$ cat src/rtl/vga_fb_arbiter.sv
// Frame-buffer arbiter for the VGA pixel path.
// One synchronous-read pixel memory is shared between the display scan-out
// (absolute priority, raster order) and a valid/ready writer port. Display
// pixels come back at a fixed latency through a short tag pipeline.
module vga_fb_arbiter #(
  parameter int H_PIX  = 160,
  parameter int V_PIX  = 120,
  parameter int ADDR_W = 15,
  parameter int PIX_W  = 6
) (
  input  logic              clk,
  input  logic              rst_n,
  input  logic              frame_start,
  input  logic              disp_req,
  output logic [PIX_W-1:0]  disp_data,
  output logic              disp_valid,
  input  logic              wr_valid,
  output logic              wr_ready,
  input  logic [ADDR_W-1:0] wr_addr,
  input  logic [PIX_W-1:0]  wr_data,
  output logic [ADDR_W-1:0] mem_addr,
  output logic              mem_we,
  output logic [PIX_W-1:0]  mem_wdata,
  input  logic [PIX_W-1:0]  mem_rdata,
  input  logic              clr_err,
  output logic              wr_oor
);

  localparam int                FB_SIZE = H_PIX * V_PIX;
  localparam logic [ADDR_W-1:0] FB_LAST = ADDR_W'(FB_SIZE - 1);

  // Memory-port grant decided this cycle.
  typedef enum logic [1:0] {
    GNT_IDLE,
    GNT_READ,
    GNT_WRITE,
    GNT_DROP
  } gnt_t;

  logic              en_q;
  logic [ADDR_W-1:0] disp_ptr;
  logic [ADDR_W-1:0] ptr_next;
  logic [ADDR_W-1:0] rd_addr;
  logic [1:0]        rd_tag;
  logic              wr_fire;
  logic              wr_in_range;
  gnt_t              gnt;

  // The writer is held off until one edge after reset release, and on every
  // cycle the display claims the port.
  assign wr_ready    = en_q & ~disp_req;
  assign wr_fire     = wr_valid & wr_ready;
  assign wr_in_range = (wr_addr <= FB_LAST);

  // Enable flag: goes high on the first edge after reset is released.
  always_ff @(posedge clk or negedge rst_n) begin
    if (!rst_n) begin
      en_q <= 1'b0;
    end else begin
      en_q <= 1'b1;
    end
  end

  // Read address and next display pointer; a frame_start coinciding with a
  // request makes that request fetch pixel 0.
  always_comb begin
    rd_addr  = frame_start ? '0 : disp_ptr;
    ptr_next = disp_ptr;
    if (disp_req) begin
      ptr_next = (rd_addr == FB_LAST) ? '0 : rd_addr + ADDR_W'(1);
    end else if (frame_start) begin
      ptr_next = '0;
    end
  end

  // Arbitration: display first, then writer; out-of-range writes complete
  // the handshake but never reach the memory.
  always_comb begin
    gnt = GNT_IDLE;
    if (disp_req) begin
      gnt = GNT_READ;
    end else if (wr_fire) begin
      gnt = wr_in_range ? GNT_WRITE : GNT_DROP;
    end
  end

  // Raster-order display pointer.
  always_ff @(posedge clk or negedge rst_n) begin
    if (!rst_n) begin
      disp_ptr <= '0;
    end else begin
      disp_ptr <= ptr_next;
    end
  end

  // Registered memory port; address and data hold while idle.
  always_ff @(posedge clk or negedge rst_n) begin
    if (!rst_n) begin
      mem_addr  <= '0;
      mem_we    <= 1'b0;
      mem_wdata <= '0;
    end else begin
      mem_we <= 1'b0;
      case (gnt)
        GNT_READ: begin
          mem_addr <= rd_addr;
        end
        GNT_WRITE: begin
          mem_addr  <= wr_addr;
          mem_we    <= 1'b1;
          mem_wdata <= wr_data;
        end
        default: begin
        end
      endcase
    end
  end

  // Read-return tag pipeline: stage 0 marks the cycle the address is on the
  // port, stage 1 the cycle mem_rdata is valid, which is then captured.
  always_ff @(posedge clk or negedge rst_n) begin
    if (!rst_n) begin
      rd_tag     <= '0;
      disp_valid <= 1'b0;
      disp_data  <= '0;
    end else begin
      rd_tag     <= {rd_tag[0], disp_req};
      disp_valid <= rd_tag[1];
      if (rd_tag[1]) begin
        disp_data <= mem_rdata;
      end
    end
  end

  // Sticky out-of-range flag; a new dropped write beats a clear.
  always_ff @(posedge clk or negedge rst_n) begin
    if (!rst_n) begin
      wr_oor <= 1'b0;
    end else if (gnt == GNT_DROP) begin
      wr_oor <= 1'b1;
    end else if (clr_err) begin
      wr_oor <= 1'b0;
    end
  end

endmodule

$ cat config.mk
export PLATFORM = sky130hd
export DESIGN_NAME = vga_fb_arbiter
export DESIGN_NICKNAME = d
export VERILOG_FILES = /design/src/rtl/vga_fb_arbiter.sv
export SDC_FILE = /design/constraint.sdc
export NUM_CORES = 1
export LEC_CHECK = 0
export CORE_ASPECT_RATIO = 0.5
export CORE_MARGIN = 2
export CORE_UTILIZATION = 44
export CTS_BUF_LIST = sky130_fd_sc_hd__clkbuf_8
export CTS_CLUSTER_DIAMETER = 40
export DETAILED_ROUTE_END_ITERATION = 16
export GPL_TIMING_DRIVEN = 0
export PLACE_DENSITY = 0.76
export SLEW_MARGIN = 15
export SYNTH_ARGS = -nofsm -noshare
export SYNTH_HDL_FRONTEND = slang
export SYNTH_SLANG_ARGS = --single-unit
export TNS_END_PERCENT = 50
$ cat constraint.sdc
create_clock -name clk -period 2 [get_ports clk]
set_input_delay 0.3 -clock clk [delete_from_list [all_inputs] [get_ports clk]]
set_output_delay 0.3 -clock clk [all_outputs]
set_load 0.1 [all_outputs]
# Yosys cells after proc, flatten, opt, wreduce, memory -nomap -nowiden
# Cells that the tools add are included.
totals:
  regBits: 48
  latchBits: 0
  ram_bits: 0
  romBits: 0
  input_bits: 33
  memories: 0
op_classes:
  add_sub_neg: 1
  mul: 0
  n_div: 0
  n_lt_le_gt_ge: 1
  n_eq_ne: 4
  shift: 0
  muxes: 10
  bitwise: 3
  n_reduce_logical: 2
op_table:
  columns: ["op", "count"]
  rows:
  - ["$mux 15", 3]
  - ["$pmux 15 s2", 1]
  - ["$add 15x1->15 const B", 1]
  - ["$eq 15x15->1 const B", 1]
  - ["$le 15x15->1 const B", 1]
  - ["$eq 2x2->1 const B", 2]
  - ["$mux 1", 4]
  - ["$mux 2", 2]
  - ["$reduce_bool 2->1", 2]
  - ["$and 1x1->1", 2]
  - ["$eq 2x1->1 const B", 1]
  - ["$not 1->1", 1]

# Logic depth before layout (Yosys ltp)
# Gate-level depths: netlist of run 1.
logic_depth:
  ltp_word: 7
  depth_mapped: 9
  depth_no_buf: 7

# Worst setup path before layout of run 1
# No wires, ideal clock.
synth_timing:
  path_kind: "in2reg"
  from: "input disp_req"
  to: "register mem_addr[13]"
  t_arrival_ps: 3118
  setup_slack_ps: -1200
  cell_stages: 9
  path_cell_list: "buf_6 nor2b_1 and2_1 a31oi_1 ha_1 buf_1 nor3b_1 a21oi_1 o21ai_0"
synth_via:
  elab_chain_cells: 7
  elab_cells_between_ends: 9
  classes_between: "eq/ne (2); mux (3); bitwise (3); reduce/logical (1)"
synth_lines:
  columns: ["item", "line_no", "source"]
  rows:
  - ["start, declared", "14", "input logic disp_req,"]
  - ["$not 1->1 *", "51", "assign wr_ready = en_q & ~disp_req;"]
  - ["$and 1x1->1 *", "51", null]
  - ["named net wr_ready", "18", "output logic wr_ready,"]
  - ["$and 1x1->1 *", "52", "assign wr_fire = wr_valid & wr_ready;"]
  - ["$mux 2 *", "82", "end else if (wr_fire) begin"]
  - ["$mux 2 *", "80", "if (disp_req) begin"]
  - ["$eq 2x2->1 / $eq 2x1->1 (equally long branches)", "104", "case (gnt)"]
  - ["$pmux 15 s2 / $reduce_bool 2->1 (equally long branches)", null, null]
  - ["end signal, assigned", "106", "mem_addr <= rd_addr;"]
  - ["end signal, assigned", "109", "mem_addr <= wr_addr;"]
  - ["end, declared", "21", "output logic [ADDR_W-1:0] mem_addr,"]
# The timed path passes the listed nets; every way through them passes the cells marked *.
# A chain may end at the register's enable or synchronous reset.

# Final worst setup path of run 1
layout_timing:
  from: "input wr_addr[9]"
  to: "register mem_wdata[5]"
layout_via:
  elab_chain_cells: 5
layout_lines:
  columns: ["item", "line_no", "source"]
  rows:
  - ["start, declared", "19", "input logic [ADDR_W-1:0] wr_addr,"]
  - ["$le 15x15->1", "53", "assign wr_in_range = (wr_addr <= FB_LAST);"]
  - ["$mux 1", "83", "gnt = wr_in_range ? GNT_WRITE : GNT_DROP;"]
  - ["$mux 2", "82", null]
  - ["$mux 2", "80", null]
  - ["$eq 2x2->1", "104", null]
  - ["end signal, assigned", "111", "mem_wdata <= wr_data;"]
  - ["end, declared", "23", "output logic [PIX_W-1:0] mem_wdata,"]
# Every way passes these cells.

==> metrics.csv, run 1 <==
stage,metric,value,unit
status,status,"complete, no violations",
final_layout,most frequent cells in the layout,"48 x dfrtp_1, 31 x dlygate4sd2_1, 30 x clkdlybuf4s50_1, 18 x nand2_1, 16 x o21ai_0",
global_routing,largest net degree at the start of global routing,28,
final_layout,final net count,312,
yosys,Synth Instances,203,
routing,Antenna Nets Post-Route,0,
worst_setup_path,Setup CP Type,in -> reg,
power_and_ir_drop,peak supply drop,0.418,mV
power_and_ir_drop,Gate power share,0.318,
yosys,Post-Syn Area,2230,µm²
place,placed inst area,3020,µm²
floorplanning,num ports,64,
timing,Worst-Margin Slew,0.973,ns
yosys,ranking of synthesized cells by area,"dfrtp_1 54%, mux2_2 6.1%, o21ai_0 3.6%, xnor2_1 3.5%, nand2_1 3.0%",
floorplanning,Chip Height,54.4,µm
global_routing,antenna violations before repair,0,
power_and_ir_drop,Sw Ratio,0.385,
place,placer congestion estimate,0.876,
routing,initial DRC count,59,
routing,DR pass1 iterations,4,
power_and_ir_drop,Clk pwr share,0.232,
timing,Worst Skew,0.0124,ns
routing,via density per instance,5.12,
worst_setup_path,critical path arrival,2.16,ns
worst_setup_path,worst path required time,2.19,ns
power_and_ir_drop,sequential power share,0.450,
yosys,largest family of logic cells by synthesized area,simple AND/OR/NAND/NOR gates,
final_layout,Post-Route Utilization,0.633,
final_layout,ant diodes,0,
yosys,Mapped Nets,240,
clock_tree,clk_lat worst skew,0.30,ns
timing,Max-slew headroom,0.354,
power_and_ir_drop,Internal Power,1.47,mW
yosys,"EDFF count, synth",0,
power_and_ir_drop,leakage power,1.39,nW
timing,Setup Viol. Count Final,0,
power_and_ir_drop,Cell Pwr Density,768,nW/µm²
yosys,Yosys warning total,0,
yosys,adder-cell share of the synthesized area,0.0224,
global_routing,vias in the first global route,1688,
worst_setup_path,startpoint types,input pin,
global_routing,first-pass GRT wire length,8270,µm
place,number of I/O port buffers,63,
yosys,Mean Syn Cell Area,11.0,µm²
routing,DR vias,1773,
yosys,Synth async-reset ratio,1.00,
final_layout,Area growth syn-to-layout,39.4,%
timing,"Hold Vio Cnt, Final",0,
yosys,post-synthesis xor/xnor area fraction,0.0393,
floorplanning,Die Wd,105,µm
floorplanning,area of the core,4910,µm²
floorplanning,Placement Rows,18,
yosys,post-synthesis sequential area ratio,0.538,
power_and_ir_drop,Pwr Total,2.39,mW
yosys,Main synth FF type,dfrtp_1,
floorplanning,die area,5690,µm²
routing,drt total wl,5110,µm
worst_setup_path,Critical R2R Launch,disp_ptr[1],
floorplanning,Starting Density,0.454,
yosys,library cells used by synthesis,42,
routing,# DRC,0,
worst_hold_path,hold path start,rd_tag[0],
final_layout,design area,3110,µm²
final_layout,share of cells above drive strength 1,0.159,
routing,Wirelength per Cell,14.8,µm
clock_tree,Root Driver,clkbuf_8,
clock_tree,Clock Path Buffers,2,
yosys,post-synthesis mux area share,0.0740,
clock_tree,H-tree lvl count,2,
power_and_ir_drop,P_sw,0.920,mW
yosys,Synth Area in Compound Gates,0.101,
clock_tree,Num CTS Buffers,5,
worst_setup_path,worst-path fanout max,6,
final_layout,filler instances,440,
yosys,Synth area leader,dfrtp_1,
clock_tree,clock sinks,48,
yosys,Synth top area share,0.538,
worst_setup_path,crit path launch,wr_addr[9],
timing,Fmax,507,MHz
yosys,Seq cells post-synth,48,
clock_tree,clock-pin slew on the worst setup and hold paths,0.09,ns
worst_setup_path,Worst Setup End Kind,register,
global_routing,All-Layer GR Usage,0.190,
timing,final critical-path share of the clock period,0.986,
clock_tree,TritonCTS clock tree,built,
global_routing,grt ovf,0,
timing,RSZ-0062 raised after global routing,true,
yosys,Synth Area in Simple Gates,0.193,
timing,Final Critical Period,1.97,ns
place,DP HPWL,3900,µm
run,Max-Cap Viols,0,
worst_hold_path,Hold WC Path Type,reg -> reg,
final_layout,"commonest non-fill, non-tap cell in the layout",dfrtp_1,
timing,Final Max Slew Viols,0,
layer usage:
layer / wire, µm / GRT usage / part of all wire
met1: 2380 / 0.246 / 0.47
met2: 2400 / 0.332 / 0.47
met3: 271 / 0.0429 / 0.053
met4: 63 / 0.0556 / 0.012
met5: 0 / 0 / 0
Yosys cell counts (3+ instances only):
library cell,n
xnor2_1,9
dfrtp_1,48
nor2_1,16
nor3b_1,3
inv_1,4
a21oi_1,11
and4_1,3
nand2_1,18
clkbuf_1,6
mux2_2,12
nor2b_1,4
a22oi_1,5
nand2b_1,4
mux2i_1,3
ha_1,4
nand4_1,3
o21ai_0,16
nor4_1,3
repair_timing:
| item | in CTS | in global routing |
|---|---|---|
| hold buffers | 1 | 0 |
| setup buffers | 0 | 0 |
| endpoints found under the hold margin | 21 | 0 |
| resized for setup | 38 | 4 |
| setup endpoints to repair | 45 | 12 |
kinds of logic (layout without fill, tap and decap cells):
family	Yosys count	count (layout)
muxes	15	15
xor gates and xnor gates	10	10
other	1	1
buffers and inverters	14	87
AOI/OAI and AO/OA	39	39
DFF	48	48
and+or+nand+nor	72	72
adders and majority gates	4	4
worst paths after layout:
check	end	slack (ns)	cells past startpoint
setup reg to reg	disp_ptr[14]	0.12	8
max in group asynchronous	mem_wdata[2]	0.97	3
hold reg to reg	rd_tag[1]	0.36	0
min in group asynchronous	disp_ptr[0]	0.51	2
hold / removal	rd_tag[1]	0.36	0
setup / recovery	mem_wdata[5]	0.03	7
state kept, by name, indices dropped and copies added, names as in the netlist:
register / cells
rd_tag: 2
disp_data: 6
en_q: 1
disp_valid: 1
mem_we: 1
disp_ptr: 15
wr_oor: 1
mem_addr: 15
mem_wdata: 6
area by class of cell:
type	instances	area, µm²	area share
clock inverters	3	16.3	0.00523
flip-flops and latches	48	1200	0.386
well taps	70	87.6	0.0282
multi-input cells	141	1010	0.325
repair buffers	65	618	0.199
inverters	4	15.0	0.00483
clock buffers	5	68.8	0.0221
plain buffers	10	92.6	0.0298
metrics by stage:
step | setup WS (ns) | hold WS [ns] | setup TNS [ns] | cells
floorplan | -0.0628 | 0.00441 | -1.08 | 203
global placement | -0.708 | 0.333 | -47.26 | 336
detailed placement | -0.749 | 0.304 | -14.70 | 337
CTS | 0.00898 | 0.362 | 0 | 346
global route | -0.00849 | 0.373 | -0.00928 | 346
finish | 0.0281 | 0.358 | 0 | 346
worst max-delay path: stages:
cell	delay (ns)
clkdlybuf4s50_1	0.43
a21o_1	0.19
a211o_1	0.33
a31oi_4	0.22
ha_1	0.18
clkbuf_4	0.17
mux2_2	0.34
power by group through the flow:
stage	Sequential, mW	Combinational [mW]	Clock [mW]
final	1.08	0.759	0.554
after global routing	1.09	0.789	0.611
after CTS	1.08	0.763	0.559
after detailed placement	1.10	0.799	0
after global placement	1.09	0.788	0
after floorplan	1.52	0.134	0
No activity file was read; power rests on OpenSTA's default activity.
==> run 2, diff against run 1 <==
SETUP_SLACK_MARGIN = 0.3   (was not set)
==> metrics.csv, run 2 (same netlist as run 1, synthesis figures left out) <==
stage,metric,value,unit,change
final_layout,largest registers,"disp_ptr: 15 flops, mem_addr: 15 flops",,unchanged
routing,initial DRC count,101,,was 59
worst_setup_path,Bufs and invs on worst path,2,,unchanged
power_and_ir_drop,P_sw,0.949,mW,was 0.920 mW
worst_setup_path,CP top delay family,compound AO/OA/AOI/OAI gates,,unchanged
timing,Final Critical Period,1.71,ns,was 1.97 ns
place,DP HPWL,3870,µm,was 3900 µm
power_and_ir_drop,Internal Power,1.53,mW,was 1.47 mW
floorplanning,num ports,64,,unchanged
clock_tree,Root Driver,clkbuf_8,,unchanged
worst_setup_path,startpoint types,input pin,,unchanged
worst_setup_path,Worst Setup End Kind,register,,unchanged
final_layout,most frequent cells in the layout,"46 x dfrtp_1, 23 x clkdlybuf4s50_1, 23 x clkdlybuf4s15_2, 18 x nand2_1, 14 x nor2_1",,"was 48 x dfrtp_1, 31 x dlygate4sd2_1, 30 x clkdlybuf4s50_1, 18 x nand2_1, 16 x o21ai_0"
worst_setup_path,critical path arrival,1.90,ns,was 2.16 ns
floorplanning,Placement Rows,18,,unchanged
clock_tree,Num CTS Buffers,5,,unchanged
final_layout,Area growth syn-to-layout,48.9,%,was 39.4%
global_routing,All-Layer GR Usage,0.209,,was 0.190
worst_setup_path,worst path required time,2.20,ns,was 2.19 ns
routing,via density per instance,5.16,,was 5.12
power_and_ir_drop,Clk pwr share,0.243,,was 0.232
routing,DR pass1 iterations,4,,unchanged
final_layout,"commonest non-fill, non-tap cell in the layout",dfrtp_1,,unchanged
power_and_ir_drop,sequential power share,0.433,,was 0.450
timing,Fmax,586,MHz,was 507 MHz
final_layout,final net count,324,,was 312
global_routing,vias in the first global route,1805,,"was 1,688"
timing,final critical-path share of the clock period,0.853,,was 0.986
global_routing,grt ovf,0,,unchanged
timing,Max-slew headroom,0.628,,was 0.354
timing,Setup Viol. Count Final,0,,unchanged
timing,Final Max Slew Viols,0,,unchanged
power_and_ir_drop,Sw Ratio,0.382,,was 0.385
worst_setup_path,worst-path fanout max,6,,unchanged
floorplanning,Die Wd,105,µm,unchanged
global_routing,first-pass GRT wire length,8960,µm,was 8270 µm
routing,DR vias,1848,,"was 1,773"
global_routing,largest net degree at the start of global routing,37,,was 28
routing,Antenna Nets Post-Route,0,,unchanged
timing,"Hold Vio Cnt, Final",0,,unchanged
power_and_ir_drop,Cell Pwr Density,748,nW/µm²,was 768 nW/µm²
power_and_ir_drop,leakage power,1.41,nW,was 1.39 nW
status,status,"complete, no violations",,unchanged
floorplanning,Starting Density,0.454,,unchanged
final_layout,ant diodes,0,,unchanged
timing,Worst-Margin Slew,0.561,ns,was 0.973 ns
routing,Wirelength per Cell,15.7,µm,was 14.8 µm
final_layout,share of cells above drive strength 1,0.344,,was 0.159
final_layout,filler instances,394,,was 440
clock_tree,Clock Path Buffers,2,,unchanged
place,placer congestion estimate,0.887,,was 0.876
worst_setup_path,Crit path largest cell delay,0.33,ns,was 0.43 ns
floorplanning,Chip Height,54.4,µm,unchanged
clock_tree,TritonCTS clock tree,built,,unchanged
routing,drt total wl,5640,µm,was 5110 µm
power_and_ir_drop,Gate power share,0.325,,was 0.318
routing,# DRC,0,,unchanged
floorplanning,area of the core,4910,µm²,unchanged
worst_setup_path,slowest CP cell,a211o_1,,was clkdlybuf4s50_1
timing,Worst Skew,0.00309,ns,was 0.0124 ns
worst_setup_path,CP cell instances,clkdlybuf4s15_1 -> a21o_1 -> a211o_1 -> a31oi_4 -> ha_4 -> buf_8 -> mux2i_1 -> o21ai_1,,was clkdlybuf4s50_1 -> a21o_1 -> a211o_1 -> a31oi_4 -> ha_1 -> clkbuf_4 -> mux2_2
place,number of I/O port buffers,63,,unchanged
timing,TNS Setup,0,ns,unchanged
worst_setup_path,Setup CP Type,in -> reg,,unchanged
clock_tree,clock-pin slew on the worst setup and hold paths,0.08,ns,was 0.09 ns
power_and_ir_drop,peak supply drop,0.453,mV,was 0.418 mV
run,Max-Cap Viols,0,,unchanged
clock_tree,H-tree lvl count,2,,unchanged
global_routing,antenna violations before repair,0,,unchanged
final_layout,Post-Route Utilization,0.676,,was 0.633
timing,RSZ-0062 raised after global routing,true,,unchanged
clock_tree,clock sinks,48,,unchanged
clock_tree,clk_lat worst skew,0.31,ns,was 0.30 ns
floorplanning,die area,5690,µm²,unchanged
worst_hold_path,Hold WC Path Type,in -> reg,,was reg -> reg
==> run 2: cell types whose count changed in the layout (fill, tap and decap cells not counted), moves of 3 or more <==
cell | previous run | this run
a21oi_1 | 11 | 7
a21oi_2 | 0 | 4
buf_4 | 0 | 12
buf_8 | 0 | 3
clkbuf_2 | 0 | 9
clkdlybuf4s15_2 | 1 | 23
clkdlybuf4s50_1 | 30 | 23
dlygate4sd2_1 | 31 | 1
dlymetal6s2s_1 | 0 | 3
o21ai_0 | 16 | 9
o21ai_1 | 0 | 7
==> run 2: cell type report <==
| cell class | count | area, µm² | area share |
|---|---|---|---|
| sequential | 48 | 1200 | 0.362 |
| multi-input combinational | 141 | 1060 | 0.319 |
| clock inverter | 2 | 11.3 | 0.00339 |
| inverter | 4 | 15.0 | 0.00452 |
| clock buffer | 6 | 82.6 | 0.0249 |
| timing repair buffer | 77 | 748 | 0.225 |
| buffer | 10 | 114 | 0.0343 |
| tap | 70 | 87.6 | 0.0264 |
==> run 2: path summary, 6_finish.rpt <==
path,cells past startpoint,endpoint,startpoint,slack (ns)
max,8,mem_addr[0],wr_addr[8],0.29
min,1,rd_tag[0],disp_req,0.30
max reg2reg,7,disp_ptr[14],disp_ptr[0],0.30
min reg2reg,0,rd_tag[1],rd_tag[0],0.35
max in group asynchronous,3,rd_tag[0],rst_n,1.08
min in group asynchronous,2,disp_ptr[1],rst_n,0.41
==> run 2: timing repair <==
item                       CTS  global route
hold endpoints to repair    12             0
setup buffers                9             2
pin swaps                    7             7
hold buffers                 1             0
setup endpoints to repair   67            39
gates resized for setup     97            41
gates cloned                 0             1
==> run 2: routing by layer <==
layer  GRT usage  vias up  routed length [µm]
met5           0        -                   0
met4      0.0711        0                  85
met3      0.0583        7                 274
met2       0.361       50                2710
met1       0.264      914                2560
li1            -      877                   -
==> run 2: metrics by stage <==
step	hold WS (ns)	total power, mW	instance area (µm²)	setup slack (ns)	instances
3_5_place_dp	0.224	1.90	3040	-0.763	337
4_1_cts	0.294	2.49	3260	0.180	355
5_1_grt	0.302	2.59	3320	0.183	358
3_3_place_gp	0.337	1.89	3030	-0.708	336
2_1_floorplan	0.00441	1.65	2310	-0.0578	203
6_report	0.300	2.48	3320	0.294	358
==> run 2: power groups by stage <==
| stage | registers, mW | clock network, mW | logic, mW |
|---|---|---|---|
| finish | 1.07 | 0.602 | 0.806 |
| global route | 1.08 | 0.665 | 0.839 |
| CTS | 1.07 | 0.616 | 0.802 |
| detailed placement | 1.10 | 0 | 0.804 |
| global placement | 1.09 | 0 | 0.792 |
| floorplan | 1.52 | 0 | 0.138 |
